### src/rtl/regfile_writeback.sv
// regfile_writeback: in-order write queue in front of the register file's single write port,
// with two youngest-match bypass lookups that mirror the file's read ports.
`default_nettype none

module regfile_writeback #(
  parameter int DEPTH     = 4,
  parameter int AW        = 5,
  parameter int DW        = 32,
  parameter bit DROP_ZERO = 1'b0
) (
  input  logic                     clk,
  input  logic                     rst_n,
  input  logic                     in_valid,
  output logic                     in_ready,
  input  logic [AW-1:0]            in_addr,
  input  logic [DW-1:0]            in_data,
  input  logic                     rf_stall,
  output logic                     rf_write,
  output logic [AW-1:0]            rf_write_addr,
  output logic [DW-1:0]            rf_write_data,
  input  logic [AW-1:0]            lookup_addr1,
  input  logic [AW-1:0]            lookup_addr2,
  output logic                     lookup_hit1,
  output logic                     lookup_hit2,
  output logic [DW-1:0]            lookup_data1,
  output logic [DW-1:0]            lookup_data2,
  output logic [$clog2(DEPTH):0]   count,
  output logic                     empty
);

  localparam int PW = $clog2(DEPTH);
  localparam int CW = PW + 1;

  logic [AW-1:0] addr_q [DEPTH];
  logic [DW-1:0] data_q [DEPTH];
  logic [PW-1:0] wr_ptr_q, wr_ptr_d;
  logic [PW-1:0] rd_ptr_q, rd_ptr_d;
  logic [CW-1:0] count_q,  count_d;

  logic push, store, pop;

  assign empty    = (count_q == '0);
  assign count    = count_q;
  assign in_ready = (count_q != CW'(DEPTH));
  assign push     = in_valid && in_ready;
  // Dropped address-0 writes still complete the handshake, they just never occupy a slot.
  assign store    = push && !(DROP_ZERO && (in_addr == '0));
  assign rf_write = !empty && !rf_stall;
  assign pop      = rf_write;

  assign rf_write_addr = empty ? '0 : addr_q[rd_ptr_q];
  assign rf_write_data = empty ? '0 : data_q[rd_ptr_q];

  always_comb begin
    wr_ptr_d = wr_ptr_q;
    rd_ptr_d = rd_ptr_q;
    count_d  = count_q;
    if (store) wr_ptr_d = wr_ptr_q + PW'(1);
    if (pop)   rd_ptr_d = rd_ptr_q + PW'(1);
    case ({store, pop})
      2'b10:   count_d = count_q + CW'(1);
      2'b01:   count_d = count_q - CW'(1);
      default: count_d = count_q;
    endcase
  end

  // Scan oldest to youngest so the last match wins; the head entry is still valid this cycle.
  always_comb begin
    logic [PW-1:0] idx;
    lookup_hit1  = 1'b0;
    lookup_hit2  = 1'b0;
    lookup_data1 = '0;
    lookup_data2 = '0;
    idx          = '0;
    for (int i = 0; i < DEPTH; i++) begin
      idx = rd_ptr_q + PW'(i);
      if (CW'(i) < count_q) begin
        if (addr_q[idx] == lookup_addr1) begin
          lookup_hit1  = 1'b1;
          lookup_data1 = data_q[idx];
        end
        if (addr_q[idx] == lookup_addr2) begin
          lookup_hit2  = 1'b1;
          lookup_data2 = data_q[idx];
        end
      end
    end
  end

  always_ff @(posedge clk or negedge rst_n) begin
    if (!rst_n) begin
      wr_ptr_q <= '0;
      rd_ptr_q <= '0;
      count_q  <= '0;
      for (int i = 0; i < DEPTH; i++) begin
        addr_q[i] <= '0;
        data_q[i] <= '0;
      end
    end else begin
      wr_ptr_q <= wr_ptr_d;
      rd_ptr_q <= rd_ptr_d;
      count_q  <= count_d;
      if (store) begin
        addr_q[wr_ptr_q] <= in_addr;
        data_q[wr_ptr_q] <= in_data;
      end
    end
  end

endmodule

`default_nettype wire

### config.mk
export PLATFORM = sky130hd
export DESIGN_NAME = regfile_writeback
export DESIGN_NICKNAME = d
export VERILOG_FILES = /design/src/rtl/regfile_writeback.sv
export SDC_FILE = /design/constraint.sdc
export NUM_CORES = 1
export LEC_CHECK = 0
export BUFFER_PORTS_ARGS = -buffer_cell sky130_fd_sc_hd__buf_2
export CORE_AREA = 2 2 164 150
export CTS_CLUSTER_DIAMETER = 30
export DETAILED_ROUTE_END_ITERATION = 12
export DIE_AREA = 0 0 166 152
export GPL_TIMING_DRIVEN = 0
export PLACE_DENSITY_LB_ADDON = 0.12
export REMOVE_ABC_BUFFERS = 1
export SLEW_MARGIN = 25
export SYNTH_ARGS = -nofsm -noshare
export SYNTH_HDL_FRONTEND = slang
export SYNTH_SLANG_ARGS = --single-unit
### constraint.sdc
create_clock -name clk -period 2.92 [get_ports clk]
set_clock_uncertainty 0.1 [all_clocks]
set_input_delay 0.584 -clock clk [delete_from_list [all_inputs] [get_ports clk]]
set_output_delay 0.584 -clock clk [all_outputs]
set_load 0.05 [all_outputs]
[Word level (Yosys, flattened, before mapping)]
Cells that the tools add are included.
Word-level totals
  input bits: 51
  output and inout port bits: 109
  flip-flop bits (word level): 155
Cells by class
  order comparisons: 10
  add/sub/neg operators: 6
  equal/unequal tests: 11
  bitwise operators: 5
  reduce and logical (&&, ||, !) cells: 7
  multiplexer cells: 65
Operators by type and width (count)
  32-bit 2-to-1 mux: 26
  32-bit binary-select mux with 2-bit select: 4
  128-bit bitwise mux: 1
  32-bit demux with 2-bit select: 1
  5-bit 2-to-1 mux: 10
  5-bit binary-select mux with 2-bit select: 4
  5-bit == test: 8
  20-bit bitwise mux: 1
  1-bit 2-to-1 mux: 16
  3-bit greater-or-equal comparator, second input constant: 5
  2-bit inverter with 3-bit output: 5
  5-bit demux with 2-bit select: 1
  1-bit by 3-bit < comparator with 1-bit output, first input constant: 2
  2-bit by 3-bit < comparator with 1-bit output, first input constant: 2
  3-bit one-hot mux with 2 select lines: 1
  2-bit by 1-bit adder with 2-bit output, second input constant: 2
  2-bit adder, second input constant: 2
  3-bit by 1-bit adder with 3-bit output, second input constant: 1
  1-bit logical AND: 3
  3-bit logical NOT: 1
  3-bit by 1-bit < comparator with 1-bit output, second input constant: 1
  3-bit inequality test, second input constant: 1
  3-bit by 1-bit subtractor with 3-bit output, second input constant: 1
  2-bit by 1-bit == test with 1-bit output, second input constant: 1
  other kinds (3): 4

[Depth between registers and ports, before layout]
Gate-level depths: netlist of run 1.
  depth after elaboration: 13
  mapped depth: 11
  mapped depth without buffers: 9

[Worst setup path after synthesis of run 1]
OpenSTA, ideal clock, no wires.
  kind: register to output
  start: register rd_ptr_q[1]
  end: output port lookup_data2[31]
  cell stages (with the launch flop): 11
  path slack: -1.184 ns
  required time: 2.236 ns
  arrival time: 3.420 ns
  cells stage by stage: dfrtp_1 buf_2 buf_2 buf_2 mux4_2 xor2_1 nor4_2 nand3_2 buf_6 o31a_1 a211oi_1
Between the ends
  cells in the longest elaborated chain, start to end: 13
  elaborated cells on any way between the ends: 43
  those cells by class: add/sub (3); eq/ne (4); mux (32); bitwise (4)
Ends and longest elaborated chain
  start: declaration: line 37  | logic [PW-1:0] rd_ptr_q, rd_ptr_d;
  start signal: assignment: line 101  | rd_ptr_q <= rd_ptr_d;
  branches (longest 12 deep; another with 2-bit by 1-bit adder with 2-bit output)
  32-bit 2-to-1 mux *: line 77  | if (CW'(i) < count_q) begin
  end: declaration: line 26  | output logic [DW-1:0] lookup_data2,
Mark *: on every way between the ends. The select of a mux whose other input is x is not followed.

[Worst setup path after layout of run 1]
  start: register rd_ptr_q[1]
  end: output port lookup_data1[16]
Between the ends
  cells in the longest elaborated chain, start to end: 13
  elaborated cells on any way between the ends: 43
  those cells by class: add/sub (3); eq/ne (4); mux (32); bitwise (4)
Ends and longest elaborated chain
  branches (longest 12 deep; another with 2-bit by 1-bit adder with 2-bit output)
  32-bit 2-to-1 mux *: line 77
  end: declaration: line 25  | output logic [DW-1:0] lookup_data1,
Marks and branches as above.

==> summary.log, run 1 <==
INFO  die            number_of_i_o_pins=160
INFO  die            floorplan.die_area=25230um^2
INFO  worst_setup_path critical_path.reg2reg.startpoint=count[2]
INFO  place          detailedPlace.worstSlack=-2.090ns
INFO  clock_tree     worstSkewPairLatency=0.44ns
INFO  worst_setup_path cp.arrival=3.56ns
INFO  timing         rsz0062_at_grt=true
INFO  worst_hold_path timing.hold.worst_path_depth=2
INFO  place          finalWeightedCongestion=0.8437
INFO  worst_setup_path r2r-end=data_q[123]
INFO  die            die_width=166um
INFO  global_route   globalRouteTotalUtil=0.3533
INFO  place          dpl_hpwl=22.82mm
INFO  global_route   gr-total-overflow=0
INFO  detailed_routing highest-signal-layer=met5
INFO  timing         tcrit_tclk_final=1.455
INFO  detailed_routing wl=49.51mm
INFO  worst_setup_path crit_slowest_cell=mux4_2
INFO  global_route   grt_start_max_net_pins=66
INFO  clock_tree     tritoncts=yes
INFO  cells_and_area proportion_of_layout_cells_with_a_drive_suffix_above_1=0.5082
INFO  clock_tree     clock_path_buffers=2
INFO  timing         pin_slew_with_the_least_headroom_to_its_limit=0.9179ns
INFO  detailed_routing viasPerCell=6.803
INFO  flow_run       maxCapViolCount=0
INFO  worst_setup_path timing.critical_path.depth=9
INFO  cells_and_area mostFrequentLayoutCells=206 x mux2_2, 153 x dfrtp_1, 148 x nor2_1
INFO  timing         timing.max_slew.rel_slack=0.3881
INFO  clock_tree     cts_num_sinks=155
INFO  clock_tree     cts_made_buffers=17
INFO  worst_setup_path timing.critical_path.slowest_cell_delay=0.55ns
INFO  worst_hold_path hp-class=in -> reg
INFO  worst_setup_path timing.critical_path.from_type=register
INFO  global_route   grt_pass1_wl=69.07mm
INFO  cells_and_area final.fill_count=1550
INFO  place          io_buffers=159
INFO  worst_setup_path worstPathMaxFanout=29
INFO  detailed_routing detailroute.wirelength.met3=4.840mm
INFO  die            initial_utilization=0.5253
INFO  worst_hold_path holdPathEnd=data_q[110]
INFO  cells_and_area commonest_non_fill_non_tap_cell_in_the_layout=mux2_2
INFO  worst_setup_path critPathRequiredTime=2.24ns
INFO  timing         fmaxAchievable=235.4MHz
INFO  cells_and_area areaGrowthSynthToFinish=42.46%
INFO  worst_setup_path critPathKind=reg -> out
INFO  cells_and_area finalNetCount=1510
INFO  detailed_routing drt-met1-wl=18.53mm
INFO  clock_tree     root_buffer=clkbuf_16
INFO  worst_setup_path reg2reg_setup_slack=0.03ns
INFO  worst_hold_path hp-start=in_data[14]
INFO  timing         finalCriticalPeriod=4.248ns
INFO  detailed_routing firstDrtPassIters=5
INFO  detailed_routing drt.antenna.violating_nets=0
INFO  outcome        violations_in_the_final_reports=setup timing
INFO  worst_setup_path worstRegToRegCells=4
INFO  detailed_routing num_vias=12080
INFO  yosys          yosys_warnings=0
INFO  timing         setup_viol_count_final=91
INFO  yosys          synthFlopType=dfrtp_1
INFO  yosys          ys_seq_elements=155
INFO  global_route   number_of_antenna_violations_at_the_first_check_in_global_routing=4
INFO  global_route   vias_in_the_first_global_route=11800
INFO  yosys          synth.lib_cells_used.distinct=47
INFO  yosys          synth-edff-count=0
INFO  detailed_routing routed_length_per_instance=27.90um
INFO  clock_tree     clk_transition_reported_paths=0.07ns
INFO  detailed_routing number_of_remaining_drc_errors=0
INFO  worst_setup_path timing.critical_path.max_delay_family=simple AND/OR/NAND/NOR gates
INFO  yosys          synth.avg_cell_area=9.927um^2
INFO  yosys          synth.cell_area=12460um^2
INFO  yosys          yosysSeqAreaShare=0.3113
INFO  outcome        outcome=finished with violations
INFO  die            core_area=23720um^2
INFO  yosys          synthesis.instances=1255
INFO  worst_setup_path path_cells=buf_16 -> buf_4 -> mux4_2 -> xnor2_2 -> nor2b_2 -> nand2_8 -> a21oi_1 -> a221oi_4 -> buf_6
INFO  detailed_routing drt_first_iter_violations=1135
INFO  yosys          async_flop_share=1.000
INFO  timing         worst_slack=-1.328ns
INFO  worst_setup_path worstSetupEndpointType=primary output
INFO  worst_setup_path worst-path-buf-inv=3
INFO  die            fp-row-count=54
INFO  timing         report.final.slew_viol_count=0
INFO  clock_tree     cts.htree.levels=4
INFO  detailed_routing routed_met2_length=22.87mm
INFO  die            fp.dieH=152um
INFO  timing         hold_violations=0
[flip-flops by register name (all words and copies together) (netlist names)]
signal / count
wr_ptr_q: 2
data_q: 128
count: 3
rd_ptr_q: 2
addr_q: 20
[worst reg2reg max path, cell delays in order, from the launching register on]
cell	delay (ns)
dfrtp_1	0.94
nand2_1	0.23
and2_1	0.42
nand2_4	0.61
mux2_2	0.48
[area by class of cell]
class	instances	area [um^2]	area share
Clock inverter	13	136.4	0.007684
Timing Repair inverter	1	16.27	0.0009165
Sequential cell	155	3886	0.2190
Inverter	6	48.80	0.002749
Tap cell	308	385.4	0.02171
Antenna cell	3	7.507	0.0004230
Clock buffer	19	442.9	0.02496
Multi-Input combinational cell	986	9484	0.5344
Timing Repair Buffer	284	3341	0.1882
[synthesized netlist by cell type, drive strengths merged (31+ instances only)]
cell,n,area (um^2)
o21ai,36,180.2
a21oi,64,320.3
o31ai,31,372.9
a221oi,31,459.2
mux2,211,2376
nor3,57,285.3
clkbuf,67,251.5
buf,49,310.3
nor2,166,623.1
mux2i,134,1341
o311a,32,320.3
dfrtp,155,3879
nand2,77,289.0
[how the worst max path moves through the flow]
stage | from | to
floorplan | rd_ptr_q[0] | lookup_data1[0]
global placement | rd_ptr_q[0] | lookup_data1[11]
detailed placement | rd_ptr_q[0] | lookup_data2[30]
CTS | rd_ptr_q[1] | lookup_data2[13]
global route | rd_ptr_q[1] | lookup_data1[15]
finish | rd_ptr_q[1] | lookup_data1[16]
[cell families after synthesis]
kind of cell	after synthesis	share of synthesized area
flops	155	0.3113
simple gates	361	0.1318
xor+xnor	46	0.03294
fa+ha+maj	8	0.008035
buf+inv	122	0.04690
compound gates	200	0.1366
mux	363	0.3324
[layer usage]
layer | up-vias | GRT usage
li1 | 5034 | -
met1 | 5941 | 0.4378
met2 | 836 | 0.5639
met3 | 263 | 0.08205
met4 | 2 | 0.2124
met5 | - | 0
[repair_timing]
item | 4_1_cts | 5_1_grt
hold buffers | 1 | 0
setup endpoints to repair | 102 | 96
setup buffers | 46 | 33
pin swaps | 53 | 29
gates resized for setup | 314 | 170
gates cloned | 25 | 5
hold endpoints to repair | 47 | 0
[stage by stage]
step / hold slack, ns / utilization / instance area [um^2] / instances / setup TNS, ns
CTS: 0.3028 / 0.6938 / 16450 / 1734 / -79.96
detailed placement: 0.4134 / 0.5783 / 13720 / 1630 / -130.42
finish: 0.3154 / 0.7484 / 17750 / 1775 / -86.42
global placement: 0.4051 / 0.5514 / 13080 / 1606 / -1162.01
global route: 0.3096 / 0.7483 / 17750 / 1774 / -92.24
floorplan: 0.1884 / - / 11900 / 1139 / -551.88
Power of run 1 is left out: the tool's default activity adds up to more than one toggle a clock period on the data nets, which glitch-free logic cannot reach.
==> run 2: changes to the inputs <==
- BUFFER_PORTS_ARGS: -buffer_cell sky130_fd_sc_hd__buf_2 -> -buffer_cell sky130_fd_sc_hd__clkbuf_2
==> summary.log, run 2 (synthesized netlist as in run 1, its figures left out) <==
INFO  worst_setup_path cp.arrival=3.69ns [was 3.56 ns]
INFO  cells_and_area commonest_non_fill_non_tap_cell_in_the_layout=mux2_2 [unchanged]
INFO  timing         timing.max_slew.rel_slack=0.4414 [was 0.3881]
INFO  worst_setup_path critical_path.reg2reg.startpoint=count[1] [was count[2]]
INFO  worst_setup_path critPathRequiredTime=2.24ns [about the same]
INFO  die            core_area=23720um^2 [unchanged]
INFO  timing         report.final.slew_viol_count=0 [unchanged]
INFO  timing         rsz0062_at_grt=true [unchanged]
INFO  timing         fin_setup_tns=-86.83ns [was -86.42 ns]
INFO  die            fp.dieH=152um [unchanged]
INFO  clock_tree     tritoncts=yes [unchanged]
INFO  worst_setup_path path_cells=buf_6 -> buf_16 -> mux4_2 -> buf_4 -> xnor2_4 -> nand4_4 -> buf_6 -> nor3_1 -> a21oi_1 -> a221oi_4 -> buf_8 [was buf_16 -> buf_4 -> mux4_2 -> xnor2_2 -> nor2b_2 -> nand2_8 -> a21oi_1 -> a221oi_4 -> buf_6]
INFO  worst_setup_path r2r-end=data_q[120] [was data_q[123]]
INFO  worst_setup_path timing.critical_path.slowest_cell_delay=0.53ns [was 0.55 ns]
INFO  clock_tree     cts.htree.levels=4 [unchanged]
INFO  place          finalWeightedCongestion=0.8580 [was 0.8437]
INFO  detailed_routing number_of_remaining_drc_errors=0 [unchanged]
INFO  detailed_routing drt_first_iter_violations=1295 [was 1135]
INFO  cells_and_area proportion_of_layout_cells_with_a_drive_suffix_above_1=0.5106 [was 0.5082]
INFO  worst_hold_path hp-class=in -> reg [unchanged]
INFO  cells_and_area mostFrequentLayoutCells=206 x mux2_2, 153 x dfrtp_1, 145 x nor2_1 [was 206 x mux2_2, 153 x dfrtp_1, 148 x nor2_1]
INFO  timing         finalCriticalPeriod=4.374ns [was 4.248 ns]
INFO  clock_tree     worstSkewPairLatency=0.46ns [was 0.44 ns]
INFO  timing         setup_viol_count_final=76 [was 91]
INFO  global_route   grt_start_max_net_pins=69 [was 66]
INFO  worst_setup_path critPathKind=reg -> out [unchanged]
INFO  worst_setup_path worstSetupEndpointType=primary output [unchanged]
INFO  die            fp-row-count=54 [unchanged]
INFO  worst_setup_path timing.critical_path.max_delay_family=buffers and inverters [was simple AND/OR/NAND/NOR gates]
INFO  worst_setup_path worstPathMaxFanout=6 [was 29]
INFO  die            die_width=166um [unchanged]
INFO  place          placed_cells_incl_taps=1629 [was 1630]
INFO  clock_tree     root_buffer=clkbuf_16 [unchanged]
INFO  timing         pin_slew_with_the_least_headroom_to_its_limit=0.8379ns [was 0.9179 ns]
INFO  worst_setup_path worstSetupEndpoint=lookup_data1[11] [was lookup_data1[16]]
INFO  detailed_routing drt.antenna.violating_nets=0 [unchanged]
INFO  worst_setup_path timing.critical_path.from=rd_ptr_q[0] [was rd_ptr_q[1]]
INFO  global_route   vias_in_the_first_global_route=12330 [was 11800]
INFO  worst_setup_path crit_slowest_cell=dfrtp_4 [was mux4_2]
INFO  place          dpl_hpwl=22.91mm [was 22.82 mm]
INFO  worst_setup_path timing.critical_path.from_type=register [unchanged]
INFO  clock_tree     clock_path_buffers=2 [unchanged]
INFO  detailed_routing firstDrtPassIters=6 [was 5]
INFO  cells_and_area areaGrowthSynthToFinish=44.62% [was 42.46%]
INFO  timing         hold_violations=0 [unchanged]
INFO  place          io_buffers=159 [unchanged]
INFO  clock_tree     cts_num_sinks=155 [unchanged]
INFO  detailed_routing num_vias=12440 [was 12080]
INFO  global_route   gr-total-overflow=0 [unchanged]
INFO  worst_setup_path reg2reg_setup_slack=0.11ns [was 0.03 ns]
INFO  worst_setup_path crit_path_frequent_cell=buf_6
INFO  worst_setup_path timing.critical_path.depth=11 [was 9]
INFO  global_route   number_of_antenna_violations_at_the_first_check_in_global_routing=1 [was 4]
INFO  die            number_of_i_o_pins=160 [unchanged]
INFO  detailed_routing viasPerCell=7.041 [was 6.803]
INFO  timing         fmaxAchievable=228.6MHz [was 235.4 MHz]
INFO  timing         tcrit_tclk_final=1.498 [was 1.455]
INFO  detailed_routing routed_length_per_instance=29.95um [was 27.90 um]
INFO  worst_hold_path hp-start=in_data[0] [was in_data[14]]
INFO  cells_and_area finalNetCount=1505 [was 1510]
INFO  clock_tree     cts_made_buffers=17 [unchanged]
INFO  cells_and_area post_layout_nonfiller_instances=1767 [was 1775]
INFO  global_route   grt_pass1_wl=73.69mm [was 69.07 mm]
INFO  flow_run       maxCapViolCount=0 [unchanged]
INFO  cells_and_area antenna-diode-count=0 [was 3]
INFO  worst_setup_path worstRegToRegCells=6 [was 4]
INFO  detailed_routing wl=52.92mm [was 49.51 mm]
INFO  timing         worst_slack=-1.454ns [was -1.328 ns]
INFO  worst_setup_path worst-path-buf-inv=5 [was 3]
INFO  outcome        outcome=finished with violations [unchanged]
INFO  die            floorplan.die_area=25230um^2 [unchanged]
INFO  die            initial_utilization=0.5253 [unchanged]
INFO  global_route   globalRouteTotalUtil=0.3805 [was 0.3533]
INFO  cells_and_area largest_reg_flops=128 [unchanged]
INFO  clock_tree     clk_transition_reported_paths=0.08ns [was 0.07 ns]
INFO  cells_and_area top_register=data_q [unchanged]
INFO  outcome        violations_in_the_final_reports=setup timing [unchanged]
[run 2: changes by cell type in the layout (fill, tap and decap cells not counted), moves of 5 or more]
cell	delta
buf_12	+5
buf_2	-61
buf_4	-11
buf_6	-78
buf_8	+38
clkbuf_2	+57
clkbuf_4	+6
clkbuf_8	+34
mux2i_1	-6
o311a_1	+5
o311a_4	-5
[run 2: final cells by class]
| class | count | area, um^2 |
|---|---|---|
| Sequential cell | 155 | 3886 |
| Tap cell | 308 | 385.4 |
| Clock inverter | 15 | 173.9 |
| Fill cell | 1448 | 5698 |
| Timing Repair inverter | 2 | 20.02 |
| Multi-Input combinational cell | 987 | 9458 |
| Timing Repair Buffer | 277 | 3620 |
| Inverter | 6 | 48.80 |
| Clock buffer | 17 | 425.4 |
[run 2: worst min path at each step]
stage	cells after the start	slack (ns)	endpoint
after floorplan	0	0.19	addr_q[0]
after global placement	1	0.41	data_q[63]
after detailed placement	1	0.41	data_q[21]
after CTS	2	0.31	data_q[28]
after global routing	2	0.29	data_q[49]
final	2	0.30	data_q[0]
[run 2: through the flow]
stage / worst slack (ns) / util / cell area, um^2 / hold slack (ns)
after global routing: -1.484 / 0.7597 / 18020 / 0.2929
after CTS: -1.289 / 0.7182 / 17030 / 0.3067
after detailed placement: -2.237 / 0.5768 / 13680 / 0.4136
final: -1.454 / 0.7597 / 18020 / 0.2952
after global placement: -10.34 / 0.5514 / 13080 / 0.4050
after floorplan: -6.762 / - / 11900 / 0.1884
[run 2: per-layer routing]
| layer | vias to the layer above | track usage | part of all wire |
|---|---|---|---|
| met5 | - | 0 | 0.00025 |
| met4 | 2 | 0.2468 | 0.077 |
| met3 | 337 | 0.1151 | 0.12 |
| met2 | 984 | 0.5975 | 0.45 |
| met1 | 6097 | 0.4553 | 0.35 |
| li1 | 5021 | - | - |
[run 2: worst reg2reg max path, stage by stage, from the launching register on]
cell     delay [ns]
dfrtp_1        0.51
inv_1          0.14
ha_1           0.24
nand2_1        0.10
and2_1         0.51
nand2_4        0.57
mux2_2         0.53
[run 2: what timing repair did]
item	CTS	global route
resized for setup	347	191
pin swaps	52	40
setup endpoints to repair	103	102
cloned	30	7
endpoints found under the hold margin	29	0
setup buffers	52	19
hold buffers	1	0
Power of run 2 is left out for the same reason.
